`config.mk`:
```
export PLATFORM = sky130hd
export DESIGN_NAME = alu_ctrl
export DESIGN_NICKNAME = d
export VERILOG_FILES = /design/src/rtl/alu_ctrl.sv
export SDC_FILE = /design/constraint.sdc
export NUM_CORES = 1
export LEC_CHECK = 0
export ABC_AREA = 0
export CAP_MARGIN = 15
export CORE_UTILIZATION = 40
export DETAILED_ROUTE_END_ITERATION = 12
export PLACE_DENSITY = 0.75
export SLEW_MARGIN = 20
export SYNTH_ARGS = -nofsm -noshare
export SYNTH_HDL_FRONTEND = slang
export SYNTH_SLANG_ARGS = --single-unit
```
`constraint.sdc`:
```
create_clock -name Clk -period 2.1 [get_ports Clk]
set_clock_uncertainty 0.2 [all_clocks]
set_input_delay 0.42 -clock Clk [delete_from_list [all_inputs] [get_ports Clk]]
set_output_delay 0.42 -clock Clk [all_outputs]
set_load 0.02 [all_outputs]
```
`src/rtl/alu_ctrl.sv`:
```
// Command sequencer in front of the 4-bit ALU: accepts one op, drives the ALU,
// handles the Init/Done multiply handshake with a watchdog, and holds the result.
module alu_ctrl #(
    parameter int unsigned WIDTH     = 4,
    parameter int unsigned COMB_WAIT = 1,
    parameter int unsigned TIMEOUT   = 32
) (
    input  logic                 Clk,
    input  logic                 Rst,
    input  logic                 Start,
    input  logic [WIDTH-1:0]     OpA,
    input  logic [WIDTH-1:0]     OpB,
    input  logic [1:0]           OpSel,
    input  logic                 Ack,
    output logic                 Busy,
    output logic                 Valid,
    output logic [2*WIDTH-1:0]   Result,
    output logic                 Carry,
    output logic                 Error,
    output logic [WIDTH-1:0]     A,
    output logic [WIDTH-1:0]     B,
    output logic [1:0]           Select,
    output logic                 Init,
    input  logic                 Done,
    input  logic [2*WIDTH-1:0]   Sal,
    input  logic                 Cout
);

    localparam int unsigned CNT_MAX = (TIMEOUT > COMB_WAIT) ? TIMEOUT : COMB_WAIT;
    localparam int unsigned CNT_W   = $clog2(CNT_MAX + 1);
    localparam logic [1:0]  SEL_MUL = 2'b10;

    typedef enum logic [2:0] {
        S_IDLE,
        S_LOAD,
        S_SETTLE,
        S_PULSE,
        S_WAIT_DONE,
        S_HOLD
    } state_t;

    state_t           state;
    logic [CNT_W-1:0] cnt;

    // Single registered FSM; every output is a flop so the ALU sees glitch-free controls.
    always_ff @(posedge Clk or negedge Rst) begin
        if (!Rst) begin
            state  <= S_IDLE;
            cnt    <= '0;
            Busy   <= 1'b0;
            Valid  <= 1'b0;
            Result <= '0;
            Carry  <= 1'b0;
            Error  <= 1'b0;
            A      <= '0;
            B      <= '0;
            Select <= 2'b00;
            Init   <= 1'b0;
        end else begin
            case (state)
                S_IDLE: begin
                    if (Start) begin
                        A      <= OpA;
                        B      <= OpB;
                        Select <= OpSel;
                        Error  <= 1'b0;
                        Busy   <= 1'b1;
                        state  <= S_LOAD;
                    end
                end
                S_LOAD: begin
                    cnt <= '0;
                    if (Select == SEL_MUL) begin
                        Init  <= 1'b1;
                        state <= S_PULSE;
                    end else begin
                        state <= S_SETTLE;
                    end
                end
                S_SETTLE: begin
                    if (cnt == CNT_W'(COMB_WAIT - 1)) begin
                        Result <= Sal;
                        // Only add/sub (Select[1]==0) produce a meaningful carry.
                        Carry  <= ~Select[1] & Cout;
                        Valid  <= 1'b1;
                        state  <= S_HOLD;
                    end else begin
                        cnt <= cnt + CNT_W'(1);
                    end
                end
                S_PULSE: begin
                    Init  <= 1'b0;
                    cnt   <= '0;
                    state <= S_WAIT_DONE;
                end
                S_WAIT_DONE: begin
                    // cnt==0 is the first wait cycle: a Done seen there is left over from the previous op.
                    if (Done && (cnt != '0)) begin
                        Result <= Sal;
                        Carry  <= 1'b0;
                        Valid  <= 1'b1;
                        state  <= S_HOLD;
                    end else if (cnt == CNT_W'(TIMEOUT - 1)) begin
                        Result <= '0;
                        Carry  <= 1'b0;
                        Error  <= 1'b1;
                        Valid  <= 1'b1;
                        state  <= S_HOLD;
                    end else begin
                        cnt <= cnt + CNT_W'(1);
                    end
                end
                S_HOLD: begin
                    if (Ack) begin
                        Valid <= 1'b0;
                        Busy  <= 1'b0;
                        state <= S_IDLE;
                    end
                end
                default: begin
                    state <= S_IDLE;
                end
            endcase
        end
    end

endmodule

```
Word-level counts from Yosys, hierarchy flattened
Cells that the tools add are included.
{ "classes": {"add_sub_neg": 1, "n_eq_ne": 16, "muxes": 31, "bitwise_logic": 2, "n_reduce_logical": 19} }
{ "op_table": {"columns": ["op", "count"], "rows": [
  ["$mux W8", 3],
  ["$mux W6", 3],
  ["$pmux W3 S6", 1],
  ["$pmux W6 S3", 1],
  ["$ne A2 B2 Y1 const B", 8],
  ["$pmux W8 S2", 1],
  ["$reduce_and A4 Y1", 4],
  ["$mux W3", 5],
  ["$mux W1", 12],
  ["$pmux W1 S2", 4],
  ["$reduce_bool A2 Y1", 4],
  ["$add A6 B1 Y6 const B", 1],
  ["$eq A3 B2 Y1 const B", 2],
  ["$eq A3 B3 Y1 const B", 2],
  ["$eq A6 B5 Y1 const B", 1],
  ["$logic_not A6 Y1", 1],
  ["$reduce_and A3 Y1", 2],
  ["$reduce_bool A3 Y1", 2],
  ["$reduce_bool A6 Y1", 1],
  ["$reduce_and A2 Y1", 2],
  ["$eq A3 B1 Y1 const B", 1],
  ["$logic_not A3 Y1", 1],
  ["$ne A3 B3 Y1 const B", 1],
  ["$pmux W1 S3", 1],
  ["other kinds (5)", 5]
]} }
{ "word_totals": {"register_bits": 32} }

Depth between registers and ports, before layout
Gate-level depths: netlist (run 1).
{ "depth": {"depth_word": 4, "depth_mapped": 7, "depth_no_buf": 6} }

Least setup slack after synthesis (run 1)
No wires, ideal clock.
{ "synth_timing": {"path_type": "flip-flop to flip-flop", "start": "register cnt[0]", "end": "register Carry", "setup_time_ps": 125, "t_arrival_ps": 1978, "required_ps": 1775, "setup_slack_ps": -203, "path_stages_with_launch": 8, "synth_period_minus_slack_ps": 2303, "cell_sequence": "dfrtp_1 inv_1 ha_1 or4b_4 o211a_1 a221o_1 buf_6 mux2_4"} }
{ "synth_via": {"elab_chain_cells": 4, "word_cells_on_any_way": 9, "cone_classes": "3 x eq/ne; 2 x mux; 4 x reduce/logical"} }
{ "synth_rtl": {"columns": ["item", "line", "text"], "rows": [
  ["start: declaration", "43", "logic [CNT_W-1:0] cnt;"],
  ["start signal: assignment", "88", "cnt <= cnt + CNT_W'(1);"],
  ["start signal: assignment", "110", "cnt <= cnt + CNT_W'(1);"],
  ["$reduce_bool A6 Y1", "98", "if (Done && (cnt != '0)) begin"],
  ["$logic_and A1 B1 Y1", "98", null],
  ["$ne A3 B3 Y1 (no line) / $mux W1 (equally long branches)", null, null],
  ["$reduce_and A3 Y1 (no line) / $pmux W1 S2 (equally long branches)", null, null],
  ["end signal: assignment", "84", "Carry <= ~Select[1] & Cout;"],
  ["end: declaration", "18", "output logic Carry,"]
]} }
Several ways; a longest one is shown, not always the timed one.
A chain may end at the register's enable or synchronous reset.

Worst setup path after layout (run 1)
Same ends and word-level chain as after synthesis.

==> results.ini, run 1 <==
[floorplanning]
die_area_mm2 = 0.00453
initial_core_util_pct = 42.0
die_height_um = 67.3
core_mm2 = 0.00406
rows = 23
io_pins = 47
die_x_um = 67.3

[power]
p_per_area_mw_per_mm2 = 1440
peakVddDrop_mv = 0.739
leakage_nw = 1.09
power_mw = 3.58

[timing]
hold_violations = 0
slew_headroom_pct = 73.2
rsz0062_at_grt = yes
setup_violations = 9
finalCritPeriodShare_pct = 103
fin_crit_ns = 2.16
worst_pin_slew_ns = 0.397
setup_slack_ns = -0.0638
whs_ns = 0.308
slew_violations = 0
max_freq_mhz = 462
setup_tns_ns = -0.401

[worst_hold_path]
min_path_type = flip-flop to flip-flop

[clocking]
cts.sinks = 32
cts_buffers = 5
holdBufCountCts = 0
cts_tree = built
cts-root-buf = clkbuf_8
max-clock-path-buffers = 2
cts.clk_slew.worst_paths_ns = 0.07
htreeDepth = 2
worstSkewPairLatency_ns = 0.28

[critical_path]
cp_max_fo = 3
worstSetupPathType = flip-flop to flip-flop
critPathLaunchType = flip-flop
worstPathRequired_ns = 2.07
cpLargestDelayFamily = compound AO/OA/AOI/OAI gates
endpoint_kind = flip-flop
arrival_ns = 2.14
worst_path_max_delay_cell = or4b_4
path_cells = inv_2 > ha_4 > or4b_4 > o211a_1 > a221o_1 > mux2_4
cp_num_buf_inv = 1
slowest_delay_ns = 0.45

[logic_synthesis]
ys_seq_area_share_pct = 47.0
yosys_warnings = 0
ys_ff_latch = 32
synth-async-reset-ratio_pct = 100
netlist_instances = 167
synth_top_area_share_pct = 47.0
synth_flop_cell = dfrtp_1
yosys.area.top_type = dfrtp_1
syn-cell-area_mm2 = 0.00170
ys_types = 41
synth-edff-count = 0
synthTopCellsByArea = dfrtp_1 47%, mux2_2 6.6%, mux2i_1 5.9%
post_synth.cell_area_avg_um2 = 10.2
synth_fp_nets = 193

[run_status]
outcome = complete, but fails checks
violations = setup timing

[layout]
drive_gt1_share_pct = 20.9
design_area_mm2 = 0.00248
synthToLayoutAreaGrowth_pct = 45.7
antennaDiodeCount = 0
final_cells = 285
fin_util_pct = 61.2
finalNetCount = 260

[global_route]
grt_max_degree = 33
grt_use_total_pct = 19.1
gr-total-overflow = 0
first_global_vias = 1406
antenna_found_initial = 0
grt_pass1_wl_mm = 6.32

[place]
dp_cells = 276
post-dp-hpwl_mm = 2.86
dpl_cell_area_mm2 = 0.00237
gp_congestion = 0.918
io_buffer_count = 46
dpl_worst_slack_ns = -0.108

[routing]
dr.first_iter.drc_count = 62
drc_errors = 0
wl_mm = 4.00
ant_nets = 0
vias = 1490
wire_per_inst_um = 14.0
dr.pass1.iters = 4
routed_via_density = 5.23

[flow_run]
max_cap_viol_count = 0

[state kept, by name, summed over array words and instances (netlist names), 2 cells and up]
name / count
Result: 8
B: 4
cnt: 6
Select: 2
A: 4
state: 3
[kinds of logic (layout without fill, tap and decap cells)]
kind of cell | count (synthesis) | in the layout | synth area share [%]
compound gates | 44 | 44 | 16.9
xor+xnor | 1 | 1 | 0.514
fa+ha+maj | 2 | 2 | 1.47
buf+inv | 24 | 92 | 6.31
flops | 32 | 32 | 47.0
mux | 21 | 21 | 13.4
simple gates | 43 | 43 | 14.5
[cells in the final DEF (no fill, tap or decap), drive strengths merged, types with 3 or more instances in the layout]
master	instances
o21a	5
nor2b	6
nor2	5
a31oi	5
dfrtp	32
a21oi	7
buf	24
nand2	14
mux2	11
inv	14
o21ai	12
nand3b	3
mux2i	10
clkbuf	7
clkdlybuf4s50	46
and3	3
[report_power, final]
group	internal, mW	switching [mW]
combinational	1.05	0.959
sequential	0.890	0.187
clock	0.266	0.231
[final cells by class]
class                   instances  area [µm²]
repair buffers                 70         657
inverters                      14        52.6
flip-flops and latches         32         801
clock buffers                   7        86.3
well taps                      50        62.6
multi-input cells             111         816
clock inverters                 1        7.51
fillers                       354        1580
[layer usage]
layer	wire length (µm)	up-vias	GRT usage, %	share of wire [%]
met3	278	6	6.93	7.0
met2	1830	44	29.8	46
li1	-	726	-	-
met5	0	-	0	0
met4	68	0	6.91	1.7
met1	1820	714	24.2	46
[final timing paths]
kind	to	slack, ns	startpoint	cells past startpoint
max	Carry	-0.06	cnt[0]	6
max reg2reg	Carry	-0.06	cnt[0]	6
min reg2reg	B[3]	0.31	B[3]	1
min	B[3]	0.31	B[3]	1
min in group asynchronous	cnt[4]	0.33	Rst	2
max in group asynchronous	state[2]	1.06	Rst	2
[repair_timing]
item                                    CTS  global route
pin swaps                                 2             0
endpoints found under the setup margin    9            15
resized for setup                         1             3
buffers inserted                          1             0
[synthesized netlist by cell type (5+ instances only)]
cell	count
clkbuf_1	6
mux2_2	10
nor2_1	5
dfrtp_1	32
o21a_1	5
mux2i_1	10
a21oi_1	7
inv_1	14
nor2b_1	6
o21ai_0	12
a31oi_1	5
nand2_1	14
Note: power is estimated with default switching activity, not from simulation.
==> run 2: changes to the inputs <==
--- a/config.mk
+++ b/config.mk
@@ -11,2 +11,3 @@
 export DETAILED_ROUTE_END_ITERATION = 12
+export GPL_ROUTABILITY_DRIVEN = 0
 export PLACE_DENSITY = 0.75
==> constraint.sdc (replaced) <==
create_clock -name Clk -period 2.1 [get_ports Clk]
set_clock_uncertainty 0.2 [all_clocks]
set_input_delay 0.525 -clock Clk [delete_from_list [all_inputs] [get_ports Clk]]
set_output_delay 0.525 -clock Clk [all_outputs]
set_load 0.02 [all_outputs]
==> results.ini, run 2 (synthesis gave the netlist of run 1 again) <==
[power]
power_mw = 3.62
p_per_area_mw_per_mm2 = 1440
peakVddDrop_mv = 0.705
leakage_nw = 1.11

[clocking]
cts_buffers = 5
cts.clk_slew.worst_paths_ns = 0.07
cts_tree = built
htreeDepth = 2
max-clock-path-buffers = 2
cts.sinks = 32
cts-root-buf = clkbuf_8
worstSkewPairLatency_ns = 0.28

[layout]
drive_gt1_share_pct = 22.6
fin_util_pct = 61.8
top_register = Result
most-common-layout-cells = 46 x clkdlybuf4s50_1, 32 x dfrtp_1, 27 x buf_4
finalNetCount = 265
reg_top3 = Result (8), cnt (6)
largest_register_ffs = 8
antennaDiodeCount = 0
synthToLayoutAreaGrowth_pct = 47.1
layout_commonest_cell = clkdlybuf4s50_1

[global_route]
first_global_vias = 1556
grt_max_degree = 33
gr-total-overflow = 0
grt_use_total_pct = 21.4
antenna_found_initial = 0
gr-usage-met2_pct = 35.6
top_usage_layer = met2
grt_pass1_wl_mm = 7.07
met1_usage_pct = 26.8
grt_util_met3_pct = 6.42

[floorplanning]
die_x_um = 67.3
initial_core_util_pct = 42.0
die_height_um = 67.3
rows = 23
core_mm2 = 0.00406
die_area_mm2 = 0.00453
io_pins = 47

[critical_path]
arrival_ns = 2.16
endpoint_kind = flip-flop
cp_max_fo = 3
worst_path_max_delay_cell = or4b_4
cp_num_buf_inv = 1
crit_cells = 6
r2r-end = Carry
worstPathRequired_ns = 2.07
reg2reg_slack_ns = -0.1
r2r_start = cnt[1]
r2r_cells = 6
critPathLaunchType = flip-flop
cpLargestDelayFamily = compound AO/OA/AOI/OAI gates
slowest_delay_ns = 0.45
worstSetupPathType = flip-flop to flip-flop
path_cells = inv_2 > ha_4 > or4b_4 > o211a_1 > a221o_1 > mux2_4

[place]
dpl_worst_slack_ns = -0.167
io_buffer_count = 46
post-dp-hpwl_mm = 3.02

[timing]
max_freq_mhz = 456
worst_pin_slew_ns = 0.414
setup_slack_ns = -0.0953
finalCritPeriodShare_pct = 105
slew_headroom_pct = 72.4
fin_crit_ns = 2.20
setup_violations = 10
rsz0062_at_grt = yes
slew_violations = 0
hold_violations = 0

[routing]
ant_nets = 0
dr.first_iter.drc_count = 106
wire_per_inst_um = 14.9
wl_mm = 4.30
routed_via_density = 5.35
vias = 1546
dr.pass1.iters = 4
drc_errors = 0

[worst_hold_path]
min_path_cells = 1
hold_path_end = B[3]
min-delay-start = B[3]
min_path_type = flip-flop to flip-flop

[run_status]
outcome = complete, but fails checks
violations = setup timing

[flow_run]
max_cap_viol_count = 0

-- run 2: routing by layer --
metal	wire length, µm	vias up
met5	0	-
met4	80	0
met3	301	8
met2	2100	68
met1	1820	732
li1	-	738
-- run 2: power breakdown --
| group | internal, mW | leakage, nW | switching, mW | total (mW) |
|---|---|---|---|---|
| registers | 0.890 | 0.390 | 0.198 | 1.09 |
| logic | 1.09 | 0.681 | 0.988 | 2.08 |
| clock network | 0.225 | 0.0410 | 0.221 | 0.447 |
| total | 2.21 | 1.11 | 1.41 | 3.62 |
-- run 2: how the worst max path moves through the flow --
stage | endpoint | from | slack [ns]
after CTS | Carry | cnt[0] | -0.09
final | Carry | cnt[1] | -0.1
after global routing | Carry | cnt[1] | -0.16
after floorplan | Carry | cnt[1] | -0.18
after detailed placement | cnt[2] | Done | -0.17
after global placement | cnt[2] | Done | -0.12
-- run 2: repair_timing --
item	CTS	global route
setup endpoints to repair	14	17
buffers inserted	2	1
hold buffers	0	0
pin swaps	2	0
gates resized for setup	2	3
-- run 2: final cells by class --
cell class                 count  area [µm²]
clock inverter                 1        5.00
sequential                    32         801
timing repair buffer          75         694
multi-input combinational    111         818
inverter                      14        52.6
tap                           50        62.6
clock buffer                   6        72.6
fill                         344        1550
-- run 2: worst register-to-register path, cell delays in order (launching register included) --
cell and delay [ns]:
dfrtp_1 0.40, inv_2 0.08, ha_4 0.13, or4b_4 0.45, o211a_1 0.21, a221o_1 0.30
mux2_4 0.31
-- run 2: stage by stage --
step	cells	TNS (ns)	hold WS [ns]	instance area [µm²]
after floorplan	167	-0.200	0.0294	1720
after global placement	279	-1.16	0.288	2390
after detailed placement	279	-1.73	0.296	2390
after CTS	288	-0.630	0.309	2490
after global routing	289	-1.53	0.331	2510
final	289	-0.674	0.307	2510
==> run 3: changes to the inputs <==
Settings changed: CORE_UTILIZATION 40 to 43, PLACE_DENSITY 0.75 to 0.8.
==> results.ini, run 3 (synthesis gave the netlist of run 1 again) <==
[critical_path]
arrival_ns = 2.18
worstPathRequired_ns = 2.08
cp-endpoint = Carry
path_cells = inv_2 > ha_4 > or4b_4 > o211a_1 > a221o_1 > mux2_4
crit_cells = 6
worst_path_max_delay_cell = or4b_4
critical_path.startpoint = cnt[0]
cpLargestDelayFamily = compound AO/OA/AOI/OAI gates
reg2reg_slack_ns = -0.09
cp_num_buf_inv = 1
critPathLaunchType = flip-flop
cp_max_fo = 3
slowest_delay_ns = 0.45
endpoint_kind = flip-flop
r2r-end = Carry
r2r_start = cnt[0]
worstSetupPathType = flip-flop to flip-flop
r2r_cells = 6

[place]
dp_cells = 279
io_buffer_count = 46
post-dp-hpwl_mm = 3.08
dpl_worst_slack_ns = -0.146

[floorplanning]
die_area_mm2 = 0.00422
die_x_um = 65.0
die_height_um = 65.0
initial_core_util_pct = 45.5
rows = 22
core_mm2 = 0.00374
io_pins = 47

[timing]
max_freq_mhz = 456
whs_ns = 0.307
slew_headroom_pct = 72.6
slew_violations = 0
setup_violations = 9
rsz0062_at_grt = yes
setup_slack_ns = -0.0930
fin_crit_ns = 2.19
hold_violations = 0
finalCritPeriodShare_pct = 104
worst_pin_slew_ns = 0.411

[layout]
synthToLayoutAreaGrowth_pct = 49.9
final_cells = 291
top_register = Result
multiInputGateArea_um2 = 828
finalNetCount = 268
antennaDiodeCount = 0
most-common-layout-cells = 46 x clkdlybuf4s50_1, 32 x dfrtp_1, 31 x buf_4
fillers = 337
layout_commonest_cell = clkdlybuf4s50_1
fin_util_pct = 68.2
drive_gt1_share_pct = 24.3
seqCellArea_um2 = 801
largest_register_ffs = 8
reg_top3 = Result (8), cnt (6)

[global_route]
grt_max_degree = 33
grt_use_total_pct = 24.0
gr-total-overflow = 0
grt_pass1_wl_mm = 7.57
antenna_found_initial = 0
first_global_vias = 1601

[power]
leakage_nw = 1.14
p_per_area_mw_per_mm2 = 1490
peakVddDrop_mv = 0.836

[clocking]
worstSkewPairLatency_ns = 0.29
cts.clk_slew.worst_paths_ns = 0.07
cts_tree = built
max-clock-path-buffers = 2
cts_buffers = 5
cts-root-buf = clkbuf_8
holdBufCountCts = 0
htreeDepth = 2
cts.sinks = 32

[routing]
wire_per_inst_um = 15.5
vias = 1609
ant_nets = 0
wl_mm = 4.50
dr.pass1.iters = 4
routed_via_density = 5.53
dr.first_iter.drc_count = 55
drc_errors = 0

[run_status]
outcome = complete, but fails checks
violations = setup timing

[worst_hold_path]
min_path_type = flip-flop to flip-flop
min-delay-start = A[0]

[flow_run]
max_cap_viol_count = 0

-- run 3: cell count changes in the layout (fill, tap and decap cells not counted) --
| cell | before | now |
|---|---|---|
| or4b_1 | 1 | 0 |
| buf_12 | 1 | 0 |
| nor4b_1 | 1 | 2 |
| or4b_4 | 1 | 2 |
| nor4b_2 | 1 | 0 |
| bufinv_16 | 0 | 1 |
| buf_4 | 27 | 31 |
| ha_1 | 1 | 0 |
| ha_4 | 1 | 2 |
-- run 3: per-layer routing --
layer  routed length [µm]  share of wire (%)  GRT usage (%)
met1                 1860                 41           30.0
met4                   91                2.0           10.0
met2                 2190                 49           37.4
met5                    0                  0              0
met3                  360                8.0           8.27
-- run 3: worst min-delay path by stage --
stage / cells after the start / slack, ns / end
finish: 1 / 0.31 / A[0]
global route: 1 / 0.33 / A[3]
CTS: 1 / 0.31 / A[0]
detailed placement: 1 / 0.30 / A[0]
global placement: 1 / 0.29 / A[0]
floorplan: 0 / 0.03 / A[0]
-- run 3: where the power goes --
part / leakage [nW] / internal, mW / total [mW] / switching (mW)
combinational: 0.693 / 1.10 / 2.10 / 1.00
clock: 0.0552 / 0.352 / 0.591 / 0.239
sequential: 0.390 / 0.889 / 1.10 / 0.210
-- run 3: per-stage QoR --
step,cell area [µm²],TNS [ns],power [mW]
CTS,2530,-0.626,3.74
finish,2550,-0.711,3.79
global route,2550,-1.45,4.03
detailed placement,2390,-1.56,3.08
global placement,2390,-1.04,3.03
floorplan,1720,-0.200,2.21
-- run 3: what timing repair did --
item                       in CTS  in global routing
setup endpoints to repair      15                 17
setup buffers                   3                  1
resized for setup               3                  4
pin swaps                       2                  1
-- run 3: layout make-up --
| cell class | instances | area share, % |
|---|---|---|
| flip-flops and latches | 32 | 31.4 |
| inverters | 14 | 2.06 |
| clock buffers | 6 | 2.84 |
| well taps | 48 | 2.35 |
| repair buffers | 78 | 27.6 |
| multi-input cells | 111 | 32.4 |
| clock inverters | 2 | 1.37 |
-- run 3: worst register-to-register path: stages (launching register included) --
cell	delay [ns]
dfrtp_1	0.39
inv_2	0.08
ha_4	0.14
or4b_4	0.45
o211a_1	0.22
a221o_1	0.30
mux2_4	0.30
